[config.mk]
export PLATFORM = sky130hd
export DESIGN_NAME = oam_dma_ctrl
export DESIGN_NICKNAME = d
export VERILOG_FILES = /design/src/rtl/oam_dma_ctrl.sv
export SDC_FILE = /design/constraint.sdc
export NUM_CORES = 1
export LEC_CHECK = 0
export ABC_CLOCK_PERIOD_IN_PS = 2000
export BUFFER_PORTS_ARGS = -buffer_cell sky130_fd_sc_hd__buf_2
export CAP_MARGIN = 20
export CORE_UTILIZATION = 37
export DETAILED_ROUTE_END_ITERATION = 10
export PLACE_DENSITY = 0.65
export SYNTH_ARGS = -nofsm -noshare
export SYNTH_HDL_FRONTEND = slang
export SYNTH_SLANG_ARGS = --single-unit
[constraint.sdc]
create_clock -name clk -period 2 [get_ports clk]
set_input_delay 0.1 -clock clk [delete_from_list [all_inputs] [get_ports clk]]
set_output_delay 0.1 -clock clk [all_outputs]
set_load 0.01 [all_outputs]
[src/rtl/oam_dma_ctrl.sv]
// OAM sprite DMA sequencer: copies XFER_LEN bytes from CPU page {page,8'h00} into OAM while stalling the CPU.
// Build option: define OAM_DMA_ALIGN_EN to add the ALIGN wait state (NES-accurate 513/514-cycle stall).
module oam_dma_ctrl #(
    parameter int XFER_LEN = 256,
    parameter int ADDR_W   = 16
) (
    input  logic              clk,
    input  logic              reset,
    input  logic              ce,
    input  logic              dma_start,
    input  logic [7:0]        dma_page,
    input  logic [7:0]        oam_base,
    input  logic [7:0]        mem_data_in,
    output logic [ADDR_W-1:0] mem_addr,
    output logic              mem_rd,
    output logic              oam_we,
    output logic [7:0]        oam_addr,
    output logic [7:0]        oam_data,
    output logic              busy,
    output logic              cpu_rdy,
    output logic              dma_done,
    output logic [1:0]        dbg_state_o,
    output logic              dbg_parity_o
);
    localparam int IDX_W = $clog2(XFER_LEN);
    localparam logic [IDX_W-1:0] LAST_IDX = IDX_W'(XFER_LEN - 1);

    typedef enum logic [1:0] {
        IDLE  = 2'd0,
        READ  = 2'd1,
        WRITE = 2'd2
`ifdef OAM_DMA_ALIGN_EN
        , ALIGN = 2'd3
`endif
    } state_t;

    state_t           state_q, state_d;
    logic [IDX_W-1:0] idx_q, idx_d;
    logic [7:0]       page_q, page_d;
    logic [7:0]       base_q, base_d;
    logic             parity_q, parity_d;
    logic             done_q, done_d;
    logic [7:0]       idx_ext;
`ifdef OAM_DMA_ALIGN_EN
    logic             extra_q, extra_d;
`endif

    always_ff @(posedge clk) begin
        if (reset) begin
            state_q  <= IDLE;
            idx_q    <= '0;
            page_q   <= '0;
            base_q   <= '0;
            parity_q <= 1'b0;
            done_q   <= 1'b0;
`ifdef OAM_DMA_ALIGN_EN
            extra_q  <= 1'b0;
`endif
        end else begin
            state_q  <= state_d;
            idx_q    <= idx_d;
            page_q   <= page_d;
            base_q   <= base_d;
            parity_q <= parity_d;
            done_q   <= done_d;
`ifdef OAM_DMA_ALIGN_EN
            extra_q  <= extra_d;
`endif
        end
    end

    always_comb begin
        state_d  = state_q;
        idx_d    = idx_q;
        page_d   = page_q;
        base_d   = base_q;
        done_d   = 1'b0;
        parity_d = ce ? ~parity_q : parity_q;
`ifdef OAM_DMA_ALIGN_EN
        extra_d  = extra_q;
`endif
        case (state_q)
            IDLE: begin
                // A start colliding with the done pulse is dropped, not queued.
                if (dma_start && !done_q) begin
                    page_d = dma_page;
                    base_d = oam_base;
                    idx_d  = '0;
`ifdef OAM_DMA_ALIGN_EN
                    extra_d = parity_q;
                    state_d = ALIGN;
`else
                    state_d = READ;
`endif
                end
            end
`ifdef OAM_DMA_ALIGN_EN
            ALIGN: begin
                if (ce) begin
                    if (extra_q) extra_d = 1'b0;
                    else         state_d = READ;
                end
            end
`endif
            READ: begin
                if (ce) state_d = WRITE;
            end
            WRITE: begin
                if (ce) begin
                    if (idx_q == LAST_IDX) begin
                        state_d = IDLE;
                        idx_d   = '0;
                        done_d  = 1'b1;
                    end else begin
                        idx_d   = idx_q + 1'b1;
                        state_d = READ;
                    end
                end
            end
            default: state_d = IDLE;
        endcase
    end

    assign idx_ext      = 8'(idx_q);
    assign mem_addr     = ADDR_W'({page_q, idx_ext});
    assign mem_rd       = ce && (state_q == READ);
    assign oam_we       = ce && (state_q == WRITE);
    assign oam_addr     = base_q + idx_ext;
    assign oam_data     = (state_q == WRITE) ? mem_data_in : 8'h00;
    assign busy         = (state_q != IDLE);
    assign cpu_rdy      = ~busy;
    assign dma_done     = done_q;
    assign dbg_state_o  = state_q;
    assign dbg_parity_o = parity_q;
endmodule

==> out/qor.txt <==
=====================================================================================
Worst R2R End                                                            dbg_state_o[0]
DRC Markers                                                                         0
Most frequent standard cell in the layout excluding fill and tap cells          buf_2
Worst slew margin relative to its limit                                        0.6964
Wire length of the first global-routing pass                                 6.016 mm
Post-synth EDFFs                                                                    0
CTS tree                                                                        built
Path depth of the worst reg2reg path                                                4
Largest net degree at the start of global routing                                  25
Total power density per cell area                                        609.8 nW/µm²
Core area                                                                    4029 µm²
All-Layer GR Usage                                                             0.1752
Internal                                                                  0.0009775 W
Most used flip-flop cell after synthesis                                      dfxtp_1
Required time of the worst setup path                                         1.90 ns
Io pins                                                                            68
Post-synthesis async set-or-reset flop share                                        0
Worst Path Max Fanout                                                               3
Count of different cell masters after synthesis                                    39
Fin crit share                                                                 0.9877
Achievable clock frequency                                                  506.2 MHz
Die Footprint                                                                4519 µm²
Starting density of the core                                                   0.3907
Post-layout worst setup margin                                             0.02451 ns
# clock sinks                                                                      28
Master cell of the clock root buffer                                         clkbuf_8
Routed via count                                                                 1507
Reg-to-reg setup timing slack                                                 0.30 ns
Max VDD drop                                                              0.0004551 V
Sequential share of the synthesized area                                       0.3561
Actual transition at the worst max-transition pin                           0.4554 ns
N_diodes                                                                            0
# rows                                                                             23
Worst hold-check slack                                                     0.04912 ns
Total nets after synthesis                                                        227
Clock latency of the later-clocked register in the worst-skew pair            0.28 ns
Total negative setup slack                                                       0 ns
Total net switching power                                                 0.0003623 W
Cell-by-cell listing of the critical path                                ha_4 > inv_2 > fa_2 > nand2b_4 > a21boi_4 > buf_6 > nor3_2 > nor2_1 > buf_2
Total Nets Final                                                                  306
Number of antenna violations at the first check in global routing                   0
Clock transition at the registers of the reported paths                       0.10 ns
Kind of end point of the critical path                                     output pin
Setup repair after global routing missed its margin                               yes
DRC marker count from the first detailed-route iteration                           72
Worst Setup Path Type                                                    flip-flop to output pin
Number of max-cap violations                                                        0
Yosys warning count                                                                 0
Register bit total from synthesis                                                  28
Placer's final routability congestion estimate                                 0.8179
Clock share of power                                                            0.338
Data arrival time at the worst-slack endpoint                                 1.88 ns
Number of cells in the finished layout apart from fillers                         318
Total Wirelength                                                             3.771 mm
Number of endpoints failing setup at the final stage                                0
Hold/Removal Path Class                                                  primary input to flip-flop
Power share of the combinational group                                          0.206
Worst path top cell family by delay                                       adder cells
Commonest cells after routing, fill and taps aside                       buf_2 (67), nand2_1 (37), dfxtp_1 (25), a21oi_1 (21), nor2_1 (15)
Leakage power                                                               0.9977 nW
Endpoint with the worst hold slack                                          page_q[0]
Fraction of power spent switching nets                                         0.2704
Slowest stage delay, CP                                                       0.37 ns
Cell count after synthesis                                                        190
Die height                                                                   67.23 µm
Number of cells traversed by the worst hold path                                    3
Run status                                                               complete, no violations
Final slew viol count                                                               0
Worst R2R Start                                                          dbg_state_o[1]
Setup Skew                                                                0.005345 ns
H-Tree Depth                                                                        1
Util after Layout                                                              0.5453
Final hold viol count                                                               0
Residual antenna-violating net count after detailed routing                         0
Post-place setup slack                                                     0.04343 ns
Number of filler instances in the final layout                                    394
Port Buffers                                                                       67
Detailed placer's ending HPWL                                                2.813 mm
Final routed wire length divided by cell count                               11.86 µm
Clock period minus final worst setup slack                                   1.975 ns
Startpoint of the lowest-slack hold path                                  dma_page[0]
Number of global-route vias before repair                                        1374
Placed Cells                                                                      309
CP startpoint kind                                                          flip-flop
Clock buffer count from CTS                                                         3
Reg power frac                                                                  0.456
Worst-case clock buffer depth                                                       2
Vias per std cell                                                               4.739
GRT overflow                                                                        0
CP max-delay cell                                                             dfxtp_2
X dimension of the die                                                       67.23 µm
Worst path buffer plus inverter count                                               3
Number of optimization iterations in the first detailed-route pass                  4
Synth-to-layout area growth                                                    39.59%
Mean post-synth cell area                                                   8.284 µm²
Layout cells sized above 1                                                     0.4104
Cell area after synthesis                                                    1574 µm²
=====================================================================================
[stage by stage]
step | area [µm²] | total power (W)
floorplan | 1574 | 0.0007899
global placement | 1999 | 0.0008884
detailed placement | 1999 | 0.0008916
CTS | 2158 | 0.001349
global route | 2197 | 0.001413
finish | 2197 | 0.001340
[cell families (layout without fill, tap and decap cells)]
kind of cell             after synthesis  count (layout)  synth area share
AO/OA/AOI/OAI                         41              41            0.1987
XOR/XNOR                              12              12           0.06677
adder cells (fa/ha/maj)                9               9           0.07631
buffers and inverters                 17              95           0.04928
flip-flops                            28              28            0.3561
AND/OR/NAND/NOR                       83              83            0.2528
[Yosys cell counts (2+ instances only)]
| cell | instances | area [µm²] |
|---|---|---|
| o211ai_1 | 2 | 15.01 |
| and2_1 | 9 | 56.30 |
| clkbuf_1 | 3 | 11.26 |
| nand3_1 | 8 | 40.04 |
| xor2_1 | 2 | 17.52 |
| inv_1 | 9 | 33.78 |
| nor2b_1 | 2 | 12.51 |
| a2111oi_4 | 3 | 82.58 |
| nor2_1 | 15 | 56.30 |
| nand2b_1 | 4 | 25.02 |
| xnor2_1 | 10 | 87.58 |
| buf_2 | 2 | 10.01 |
| a211oi_1 | 2 | 15.01 |
| o21ai_0 | 3 | 15.01 |
| dfxtp_1 | 28 | 560.5 |
| ha_1 | 8 | 100.1 |
| nand2_1 | 37 | 138.9 |
| a21oi_1 | 22 | 110.1 |
[flip-flops by register name, indices dropped and copies added, names as in the netlist]
name	flops
page_q	8
dbg_parity_o	1
idx_ext	8
dbg_state_o	2
base_q	8
dma_done	1
[power groups by stage]
stage	combinational (W)	sequential (W)	clock, W
after floorplan	0.000160	0.000630	0
after global placement	0.000269	0.000619	0
after detailed placement	0.000271	0.000620	0
after CTS	0.000277	0.000611	0.000462
after global routing	0.000310	0.000616	0.000487
final	0.000276	0.000611	0.000452
[how the worst max path moves through the flow]
stage / cells past startpoint / start / end / slack, ns
after floorplan: 7 / idx_ext[0] / oam_addr[6] / 0.04
after global placement: 8 / idx_ext[0] / oam_addr[6] / 0.1
after detailed placement: 8 / idx_ext[0] / oam_addr[6] / 0.04
after CTS: 7 / idx_ext[1] / oam_addr[7] / 0.01
after global routing: 9 / idx_ext[0] / oam_addr[4] / -0.06
final: 9 / idx_ext[0] / oam_addr[4] / 0.02
[area by class of cell]
type / count / area, µm² / share of cell area
multi-input combinational: 145 / 1013 / 0.4613
timing repair buffer: 81 / 447.9 / 0.2039
sequential: 28 / 564.3 / 0.2568
tap: 50 / 62.56 / 0.02847
clock inverter: 1 / 30.03 / 0.01367
inverter: 10 / 37.54 / 0.01708
clock buffer: 3 / 41.29 / 0.01879
[worst reg2reg max path, stage by stage (launching register included)]
cell and delay [ns]:
dfxtp_1 0.38, or4b_2 0.91, a21oi_1 0.20, a21oi_1 0.06, nor2_1 0.09
[repair_timing]
item,CTS,global route
setup buffers,4,1
hold buffers,0,0
pin swaps,9,7
endpoints found under the setup margin,3,4
cloned,0,0
resized for setup,15,6
[metal layers]
metal  vias up  global-route usage  share of wire
li1        798                   -              -
met1       676              0.2258           0.47
met2        31              0.2900           0.48
met3         2             0.04730          0.043
met4         0             0.03723         0.0037
met5         -                   0              0
Note: power is estimated with default switching activity, not from simulation.
